==> src/rtl/spm_arbiter_if.sv <==
// Requester and SPM-side signal bundle for spm_arbiter.
// The arbiter takes the slave view; the requesters plus SPM array take the master view.
interface spm_arbiter_if #(
  parameter int ADDR_W = 12
);
  logic              if_req;
  logic [31:0]       if_addr;
  logic              if_gnt;
  logic              if_rdy;
  logic [31:0]       if_rd_data;

  logic              mem_req;
  logic              mem_rw;
  logic [31:0]       mem_addr;
  logic [31:0]       mem_wr_data;
  logic              mem_gnt;
  logic              mem_rdy;
  logic [31:0]       mem_rd_data;

  logic              bus_req;
  logic              bus_rw;
  logic [31:0]       bus_addr;
  logic [31:0]       bus_wr_data;
  logic              bus_gnt;
  logic              bus_rdy;
  logic [31:0]       bus_rd_data;

  logic              spm_as_;
  logic              spm_rw;
  logic [ADDR_W-1:0] spm_addr;
  logic [31:0]       spm_wr_data;
  logic [31:0]       spm_rd_data;

  modport slave (
    input  if_req, if_addr,
    output if_gnt, if_rdy, if_rd_data,
    input  mem_req, mem_rw, mem_addr, mem_wr_data,
    output mem_gnt, mem_rdy, mem_rd_data,
    input  bus_req, bus_rw, bus_addr, bus_wr_data,
    output bus_gnt, bus_rdy, bus_rd_data,
    output spm_as_, spm_rw, spm_addr, spm_wr_data,
    input  spm_rd_data
  );

  modport master (
    output if_req, if_addr,
    input  if_gnt, if_rdy, if_rd_data,
    output mem_req, mem_rw, mem_addr, mem_wr_data,
    input  mem_gnt, mem_rdy, mem_rd_data,
    output bus_req, bus_rw, bus_addr, bus_wr_data,
    input  bus_gnt, bus_rdy, bus_rd_data,
    input  spm_as_, spm_rw, spm_addr, spm_wr_data,
    output spm_rd_data
  );
endinterface

==> src/rtl/spm_arbiter.sv <==
// Single-port scratch pad arbiter: IF / MEM / bus share one SPM port with 1-cycle reads.
// One access per cycle; the owner register routes the returning rdy/data to the winner.
module spm_arbiter #(
  parameter int ADDR_W       = 12,
  parameter int STARVE_LIMIT = 4,
  parameter int CNT_W        = 3
) (
  input logic          clk,
  input logic          reset_,
  spm_arbiter_if.slave sif
);

  localparam logic READ = 1'b1;

  typedef enum logic [1:0] {
    OWN_NONE = 2'd0,
    OWN_IF   = 2'd1,
    OWN_MEM  = 2'd2,
    OWN_BUS  = 2'd3
  } owner_t;

  owner_t             owner_reg, owner_next;
  logic [CNT_W-1:0]   starve_cnt_reg, starve_cnt_next;
  logic               promoted;

  logic               if_gnt_next, mem_gnt_next, bus_gnt_next;
  logic               spm_as_next;
  logic               spm_rw_next;
  logic [ADDR_W-1:0]  spm_addr_next;
  logic [31:0]        spm_wr_data_next;

  // Upper address bits are intentionally ignored (word address wraps inside the SPM).
  logic unused_addr_bits;
  assign unused_addr_bits = ^{sif.if_addr[31:ADDR_W], sif.mem_addr[31:ADDR_W],
                              sif.bus_addr[31:ADDR_W]};

  assign promoted = (starve_cnt_reg == CNT_W'(STARVE_LIMIT));

  always_ff @(posedge clk or negedge reset_) begin
    if (!reset_) begin
      owner_reg      <= OWN_NONE;
      starve_cnt_reg <= '0;
    end else begin
      owner_reg      <= owner_next;
      starve_cnt_reg <= starve_cnt_next;
    end
  end

  // Grant selection and SPM command; reset_ gates everything so gnts stay low in reset.
  always_comb begin
    owner_next       = OWN_NONE;
    if_gnt_next      = 1'b0;
    mem_gnt_next     = 1'b0;
    bus_gnt_next     = 1'b0;
    spm_as_next      = 1'b1;
    spm_rw_next      = READ;
    spm_addr_next    = '0;
    spm_wr_data_next = '0;

    if (reset_) begin
      if (promoted && sif.if_req) begin
        owner_next = OWN_IF;
      end else if (sif.mem_req) begin
        owner_next = OWN_MEM;
      end else if (sif.bus_req) begin
        owner_next = OWN_BUS;
      end else if (sif.if_req) begin
        owner_next = OWN_IF;
      end
    end

    case (owner_next)
      OWN_IF: begin
        if_gnt_next   = 1'b1;
        spm_as_next   = 1'b0;
        spm_rw_next   = READ;
        spm_addr_next = sif.if_addr[ADDR_W-1:0];
      end
      OWN_MEM: begin
        mem_gnt_next     = 1'b1;
        spm_as_next      = 1'b0;
        spm_rw_next      = sif.mem_rw;
        spm_addr_next    = sif.mem_addr[ADDR_W-1:0];
        spm_wr_data_next = sif.mem_wr_data;
      end
      OWN_BUS: begin
        bus_gnt_next     = 1'b1;
        spm_as_next      = 1'b0;
        spm_rw_next      = sif.bus_rw;
        spm_addr_next    = sif.bus_addr[ADDR_W-1:0];
        spm_wr_data_next = sif.bus_wr_data;
      end
      default: ;
    endcase
  end

  // Starvation counter saturates so promotion persists until IF is actually served.
  always_comb begin
    starve_cnt_next = starve_cnt_reg;
    if (!sif.if_req || if_gnt_next) begin
      starve_cnt_next = '0;
    end else if (!promoted) begin
      starve_cnt_next = starve_cnt_reg + 1'b1;
    end
  end

  assign sif.if_gnt      = if_gnt_next;
  assign sif.mem_gnt     = mem_gnt_next;
  assign sif.bus_gnt     = bus_gnt_next;
  assign sif.spm_as_     = spm_as_next;
  assign sif.spm_rw      = spm_rw_next;
  assign sif.spm_addr    = spm_addr_next;
  assign sif.spm_wr_data = spm_wr_data_next;

  assign sif.if_rdy      = (owner_reg == OWN_IF);
  assign sif.mem_rdy     = (owner_reg == OWN_MEM);
  assign sif.bus_rdy     = (owner_reg == OWN_BUS);
  assign sif.if_rd_data  = sif.if_rdy  ? sif.spm_rd_data : 32'h0;
  assign sif.mem_rd_data = sif.mem_rdy ? sif.spm_rd_data : 32'h0;
  assign sif.bus_rd_data = sif.bus_rdy ? sif.spm_rd_data : 32'h0;

endmodule

==> src/flat_wrapper.sv <==
// flat-port wrapper written by rule: the top's interface ports become plain ports
module spm_arbiter_flat 
#(
  parameter int ADDR_W       = 12,
  parameter int STARVE_LIMIT = 4,
  parameter int CNT_W        = 3
)
  (clk, reset_, sif_if_req, sif_if_addr, sif_if_gnt, sif_if_rdy, sif_if_rd_data, sif_mem_req, sif_mem_rw, sif_mem_addr, sif_mem_wr_data, sif_mem_gnt, sif_mem_rdy, sif_mem_rd_data, sif_bus_req, sif_bus_rw, sif_bus_addr, sif_bus_wr_data, sif_bus_gnt, sif_bus_rdy, sif_bus_rd_data, sif_spm_as_, sif_spm_rw, sif_spm_addr, sif_spm_wr_data, sif_spm_rd_data);
  spm_arbiter_if #(.ADDR_W(ADDR_W)) sif_i ();
  input logic clk;
  input logic reset_;
  input wire logic [$bits(sif_i.if_req)-1:0] sif_if_req;
  input wire logic [$bits(sif_i.if_addr)-1:0] sif_if_addr;
  output wire logic [$bits(sif_i.if_gnt)-1:0] sif_if_gnt;
  output wire logic [$bits(sif_i.if_rdy)-1:0] sif_if_rdy;
  output wire logic [$bits(sif_i.if_rd_data)-1:0] sif_if_rd_data;
  input wire logic [$bits(sif_i.mem_req)-1:0] sif_mem_req;
  input wire logic [$bits(sif_i.mem_rw)-1:0] sif_mem_rw;
  input wire logic [$bits(sif_i.mem_addr)-1:0] sif_mem_addr;
  input wire logic [$bits(sif_i.mem_wr_data)-1:0] sif_mem_wr_data;
  output wire logic [$bits(sif_i.mem_gnt)-1:0] sif_mem_gnt;
  output wire logic [$bits(sif_i.mem_rdy)-1:0] sif_mem_rdy;
  output wire logic [$bits(sif_i.mem_rd_data)-1:0] sif_mem_rd_data;
  input wire logic [$bits(sif_i.bus_req)-1:0] sif_bus_req;
  input wire logic [$bits(sif_i.bus_rw)-1:0] sif_bus_rw;
  input wire logic [$bits(sif_i.bus_addr)-1:0] sif_bus_addr;
  input wire logic [$bits(sif_i.bus_wr_data)-1:0] sif_bus_wr_data;
  output wire logic [$bits(sif_i.bus_gnt)-1:0] sif_bus_gnt;
  output wire logic [$bits(sif_i.bus_rdy)-1:0] sif_bus_rdy;
  output wire logic [$bits(sif_i.bus_rd_data)-1:0] sif_bus_rd_data;
  output wire logic [$bits(sif_i.spm_as_)-1:0] sif_spm_as_;
  output wire logic [$bits(sif_i.spm_rw)-1:0] sif_spm_rw;
  output wire logic [$bits(sif_i.spm_addr)-1:0] sif_spm_addr;
  output wire logic [$bits(sif_i.spm_wr_data)-1:0] sif_spm_wr_data;
  input wire logic [$bits(sif_i.spm_rd_data)-1:0] sif_spm_rd_data;
  assign sif_i.if_req = sif_if_req;
  assign sif_i.if_addr = sif_if_addr;
  assign sif_if_gnt = sif_i.if_gnt;
  assign sif_if_rdy = sif_i.if_rdy;
  assign sif_if_rd_data = sif_i.if_rd_data;
  assign sif_i.mem_req = sif_mem_req;
  assign sif_i.mem_rw = sif_mem_rw;
  assign sif_i.mem_addr = sif_mem_addr;
  assign sif_i.mem_wr_data = sif_mem_wr_data;
  assign sif_mem_gnt = sif_i.mem_gnt;
  assign sif_mem_rdy = sif_i.mem_rdy;
  assign sif_mem_rd_data = sif_i.mem_rd_data;
  assign sif_i.bus_req = sif_bus_req;
  assign sif_i.bus_rw = sif_bus_rw;
  assign sif_i.bus_addr = sif_bus_addr;
  assign sif_i.bus_wr_data = sif_bus_wr_data;
  assign sif_bus_gnt = sif_i.bus_gnt;
  assign sif_bus_rdy = sif_i.bus_rdy;
  assign sif_bus_rd_data = sif_i.bus_rd_data;
  assign sif_spm_as_ = sif_i.spm_as_;
  assign sif_spm_rw = sif_i.spm_rw;
  assign sif_spm_addr = sif_i.spm_addr;
  assign sif_spm_wr_data = sif_i.spm_wr_data;
  assign sif_i.spm_rd_data = sif_spm_rd_data;
  spm_arbiter #(.ADDR_W(ADDR_W), .STARVE_LIMIT(STARVE_LIMIT), .CNT_W(CNT_W)) u_core (.clk(clk), .reset_(reset_), .sif(sif_i));
endmodule
==> config.mk <==
export PLATFORM = sky130hd
export DESIGN_NAME = spm_arbiter_flat
export DESIGN_NICKNAME = d
export VERILOG_FILES = /design/src/rtl/spm_arbiter_if.sv /design/src/rtl/spm_arbiter.sv /design/src/flat_wrapper.sv
export SDC_FILE = /design/constraint.sdc
export NUM_CORES = 1
export LEC_CHECK = 0
export CAP_MARGIN = 30
export CORE_AREA = 2 2 136 138
export CTS_BUF_LIST = sky130_fd_sc_hd__clkbuf_8
export DETAILED_ROUTE_END_ITERATION = 7
export DIE_AREA = 0 0 138 140
export GPL_TIMING_DRIVEN = 0
export MAX_ROUTING_LAYER = met4
export PLACE_DENSITY_LB_ADDON = 0.05
export SLEW_MARGIN = 40
export SYNTH_ARGS = -nofsm -noshare
export SYNTH_HDL_FRONTEND = slang
export SYNTH_SLANG_ARGS = --single-unit
==> constraint.sdc <==
create_clock -name clk -period 2.34 [get_ports clk]
set_clock_uncertainty 0.15 [all_clocks]
set_input_delay 0.585 -clock clk [delete_from_list [all_inputs] [get_ports clk]]
set_output_delay 0.585 -clock clk [all_outputs]
set_load 0.01 [all_outputs]
Yosys cells after proc, flatten, opt, wreduce, memory -nomap -nowiden
Cells that the tools add are included. Widths: inputs -> output; s select.

Add/sub/neg operators: 1. Equality and inequality tests: 8. Mux-type cells: 17. Reduce and logical (&&, ||, !) cells: 4.

Operators by type and width (count): $mux 32 (3); $pmux 32 s2 (1); $pmux 12 s3 (1); $eq 2x2->1 const B (4); $mux 2 (4); $mux 3 (2); $mux 1 (5); $eq 2x1->1 const B (2); $add 3x1->3 const B (1); $eq 3x3->1 const B (1); $reduce_or 3->1 (1); $ne 2x2->1 const B (1); $pmux 1 s2 (1); $logic_and 1x1->1 (1); $logic_not 1->1 (1); $logic_or 1x1->1 (1).

Register bits: 5. Bits of input ports: 199. Output and inout port bits: 148. Logic and storage cells: 32.

Logic depth before layout (Yosys ltp)
Depth in word-level cells: 9. Mapped depth: 7. Mapped depth without buffers: 5.

Worst setup path after synthesis
OpenSTA, ideal clock, no wires.

Path kind: input to output. Start: in sif_bus_req. End: out sif_spm_addr[10]. Arrival time: 1445 ps. Required time: 1605 ps. Setup slack: 160 ps. Cell stages on the path: 4. Buffers on the path: 1. Cells stage by stage: or2_1 a21oi_2 buf_4 o2bb2ai_1.

Word-level cells in the longest chain between the ends: 6. Elaborated cells between the ends (all ways): 8. Those cells by class: eq/ne (3); mux (5).

RTL lines: from (decl) (RTL line flat_wrapper.sv:24) `input wire logic [$bits(sif_i.bus_req)-1:0] sif_bus_req;`; $mux 2 (*) (RTL line spm_arbiter.sv:65) `end else if (sif.bus_req) begin`; $mux 2 (*) (RTL line spm_arbiter.sv:63) `end else if (sif.mem_req) begin`; $mux 2 (*) (RTL line spm_arbiter.sv:61) `if (promoted && sif.if_req) begin`; $mux 2 (*) (RTL line spm_arbiter.sv:60) `if (reset_) begin`; $eq 2x2->1 / $eq 2x1->1 (equally long branches) (RTL line spm_arbiter.sv:72) `case (owner_next)`; $pmux 12 s3 (*) (RTL line spm_arbiter.sv:72); to (decl) (RTL line flat_wrapper.sv:33) `output wire logic [$bits(sif_i.spm_addr)-1:0] sif_spm_addr;`.

Every way passes the cells marked *; elsewhere a longest branch is shown, timed or not.

Final worst setup path
Start: reg u_core.starve_cnt_reg[1]. End: out sif_spm_wr_data[25].

Word-level cells in the longest chain between the ends: 6. Elaborated cells between the ends (all ways): 7. Those cells by class: eq/ne (3); mux (3); reduce/logical (1).

RTL lines: from (decl) (RTL line spm_arbiter.sv:23) `logic [CNT_W-1:0] starve_cnt_reg, starve_cnt_next;`; from (signal assigned) (RTL line spm_arbiter.sv:45) `starve_cnt_reg <= starve_cnt_next;`; $eq 3x3->1 (*) (RTL line spm_arbiter.sv:37) `assign promoted = (starve_cnt_reg == CNT_W'(STARVE_LIMIT));`; $logic_and 1x1->1 (*) (RTL line spm_arbiter.sv:61); $mux 2 (*) (RTL line spm_arbiter.sv:61); $mux 2 (*) (RTL line spm_arbiter.sv:60); $eq 2x2->1 (RTL line spm_arbiter.sv:72); $pmux 32 s2 (*) (RTL line spm_arbiter.sv:72); to (decl) (RTL line flat_wrapper.sv:34) `output wire logic [$bits(sif_i.spm_wr_data)-1:0] sif_spm_wr_data;`.

Marks and branches as above.

==> summary.md <==
| Metric | Value |
|---|---|
| Status | `finished with violations` |
| Violated checks | `negative setup slack` |
| Worst vdd ir | `0.229 mV` |
| CTS Hold Buffers Added | `0` |
| Total number of vias | `2,932` |
| RSZ-0062 raised after global routing | `true` |
| Hold Path Class | `input port to async pin` |
| Vias in the first global route | `3,045` |
| Slowest CP cell | `dfrtp_1` |
| Pre-CTS setup slack | `-1240 ps` |
| Register clock-pin slew on the reported worst setup and hold paths | `40 ps` |
| Post-Syn Nets | `415` |
| CTS max path bufs | `2` |
| Max FFs per register | `3` |
| Area Overhead vs Synth | `238%` |
| Yosys top cell by area | `and2_1` |
| Final HPWL DP | `9760 um` |
| Leading cell type in the layout, fill and taps excluded | `clkdlybuf4s50_1` |
| WP data arrival | `1720 ps` |
| Vias per inst | `3.80` |
| Flops & latches, synth | `5` |
| Gp weighted congestion | `0.751` |
| Crit Path Class | `flop to output port` |
| Instance count of the mapped netlist | `214` |
| N_diodes | `0` |
| Port-buffer cells | `286` |
| Worst-path cell chain | `inv_2 -> ha_4 -> nand3_4 -> and3_4 -> clkbuf_16 -> a22o_1 -> buf_2` |
| Initial DRC count | `48` |
| WL final | `12,800 um` |
| Yosys cell types | `28` |
| Ys flop type | `dfrtp_1` |
| Initial Utilization | `8.69%` |
| Initial antenna violation count | `0` |
| Ys async rst share | `100%` |
| Crit path max-delay family | `buffers and inverters` |
| Core footprint | `17,800 um2` |
| Avg WL per Cell | `16.6 um` |
| Min Hold Slack | `65.2 ps` |
| Root Buffer | `clkbuf_8` |
| Worst setup margin | `-118 ps` |
| Worst-Margin Slew | `319 ps` |
| Warnings, synthesis | `0` |
| Peak per-stage delay on the critical path | `380 ps` |
| # IOs | `347` |
| Num rows | `49` |
| First-pass GRT wire length | `18,100 um` |
| Largest net degree at the start of global routing | `14` |
| Post-route ant nets | `0` |
| Crit end category | `output port` |
| Area share of the largest cell type after synthesis | `26.3%` |
| Setup violators final | `41` |
| Number of H-tree levels | `1` |
| Maximum achievable frequency | `0.407 GHz` |
| GRT Resource Usage Total | `12.0%` |
| Fin nets | `744` |
| Fin crit period | `2460 ps` |
| TritonCTS buffer count | `3` |
| First-pass detailed-route iteration total | `4` |
| Post-Syn Area per Cell | `7.22 um2` |
| Layout cells sized above 1 | `30.8%` |
| Die Y | `140 um` |
| Top cells by area, synth | `and2_1, a22o_1, and3_1` |
| Overflow after GRT | `0` |
| Skew-Pair Late Insertion Delay | `220 ps` |
| CP startpoint kind | `flop` |
| Max-slew violations | `0` |
| EDFF count, synth | `0` |
| Tcrit/Tclk final | `105%` |
| Most frequent cells in the layout | `clkdlybuf4s50_1, and2_1, dlygate4sd2_1` |
| Clock sinks | `5` |
| Count of final hold-check violations | `0` |
| Die area | `19,300 um2` |
| Slew headroom | `78.7%` |
| Leakage | `2.98 nW` |
| Residual DRC count | `0` |
| Fin util | `29.4%` |
| Sequential-to-total area share from yosys stat | `8.10%` |
| Mapped cell area | `1550 um2` |
| PwrDens | `235 nW/um2` |
| WP data required | `1600 ps` |
| CTS tree | `done` |
| CP Buf/Inv Count | `3` |
| MaxCap Viol Count | `0` |
| Die Width | `138 um` |
| Worst Path Max Fanout | `5` |
where the power goes:
group	internal [mW]	switching [mW]	total [mW]	leakage, nW
sequential	0.0996	0.0144	0.114	0.0621
clock	0.113	0.0431	0.156	0.0269
combinational	0.579	0.378	0.957	2.89
total	0.792	0.435	1.23	2.98
area by class of cell:
class	instances	area [um2]
Multi-Input combinational cell	182	1510
Sequential cell	5	128
Buffer	22	231
Timing Repair Buffer	325	3000
Inverter	4	15.0
Fill cell	1918	12600
Clock buffer	3	41.3
Clock inverter	1	3.75
Tap cell	229	287
worst reg2reg max path, stage by stage, from the launching register on:
cell and delay (ps):
dfrtp_1 360, inv_2 60, ha_4 170, buf_12 120, nand2_4 70, a21oi_4 80, buf_4 140, nor4b_1 280
logic make-up after synthesis:
group	share of synthesized area [%]
buf+inv	9.31
compound gates	33.4
simple gates	46.3
flops	8.10
mux	0.648
fa+ha+maj	1.62
xor+xnor	0.567
layer usage:
layer / part of all wire [%] / vias to the layer above / track usage [%]
met3: 5.7 / 6 / 2.26
li1: - / 1445 / -
met5: 0 / - / -
met4: 0.66 / 0 / 0.430
met2: 55 / 147 / 23.6
met1: 39 / 1334 / 13.1
final timing paths:
kind	startpoint	endpoint	slack (ps)	depth (start not counted)
max reg2reg	u_core.starve_cnt_reg[1]	u_core.starve_cnt_reg[2]	810	7
max in group asynchronous	reset_	u_core.owner_reg[1]	1780	1
min reg2reg	u_core.starve_cnt_reg[0]	u_core.starve_cnt_reg[0]	510	3
max	u_core.starve_cnt_reg[1]	sif_spm_wr_data[25]	-120	7
min	reset_	u_core.starve_cnt_reg[1]	70	1
min in group clk	u_core.starve_cnt_reg[0]	u_core.starve_cnt_reg[0]	510	3
synthesized netlist by cell type, types with 2 or more instances:
master	instances
nand2_1	4
nor2b_1	2
inv_1	4
a22o_1	32
nor2_1	2
buf_2	4
ha_1	2
buf_6	4
dfrtp_1	5
a22oi_1	13
and2_1	65
and3_1	35
o2bb2ai_1	12
clkbuf_1	15
o21ai_0	2
through the flow:
step                      instance area, um2  instances  setup TNS (ps)  power (mW)
after global routing                    5220        771           -6010        1.32
after detailed placement                4690        729          -84060       0.952
after global placement                  4690        729          -82180       0.954
after CTS                               4930        758          -10960        1.16
after floorplan                         1550        214               0       0.387
final                                   5220        771           -2760        1.23
what timing repair did:
action	CTS	global route
setup endpoints to repair	148	82
pin swaps	18	6
buffers inserted	20	12
cloned	5	4
resized for setup	382	106
(Power assumes the default switching activity.)
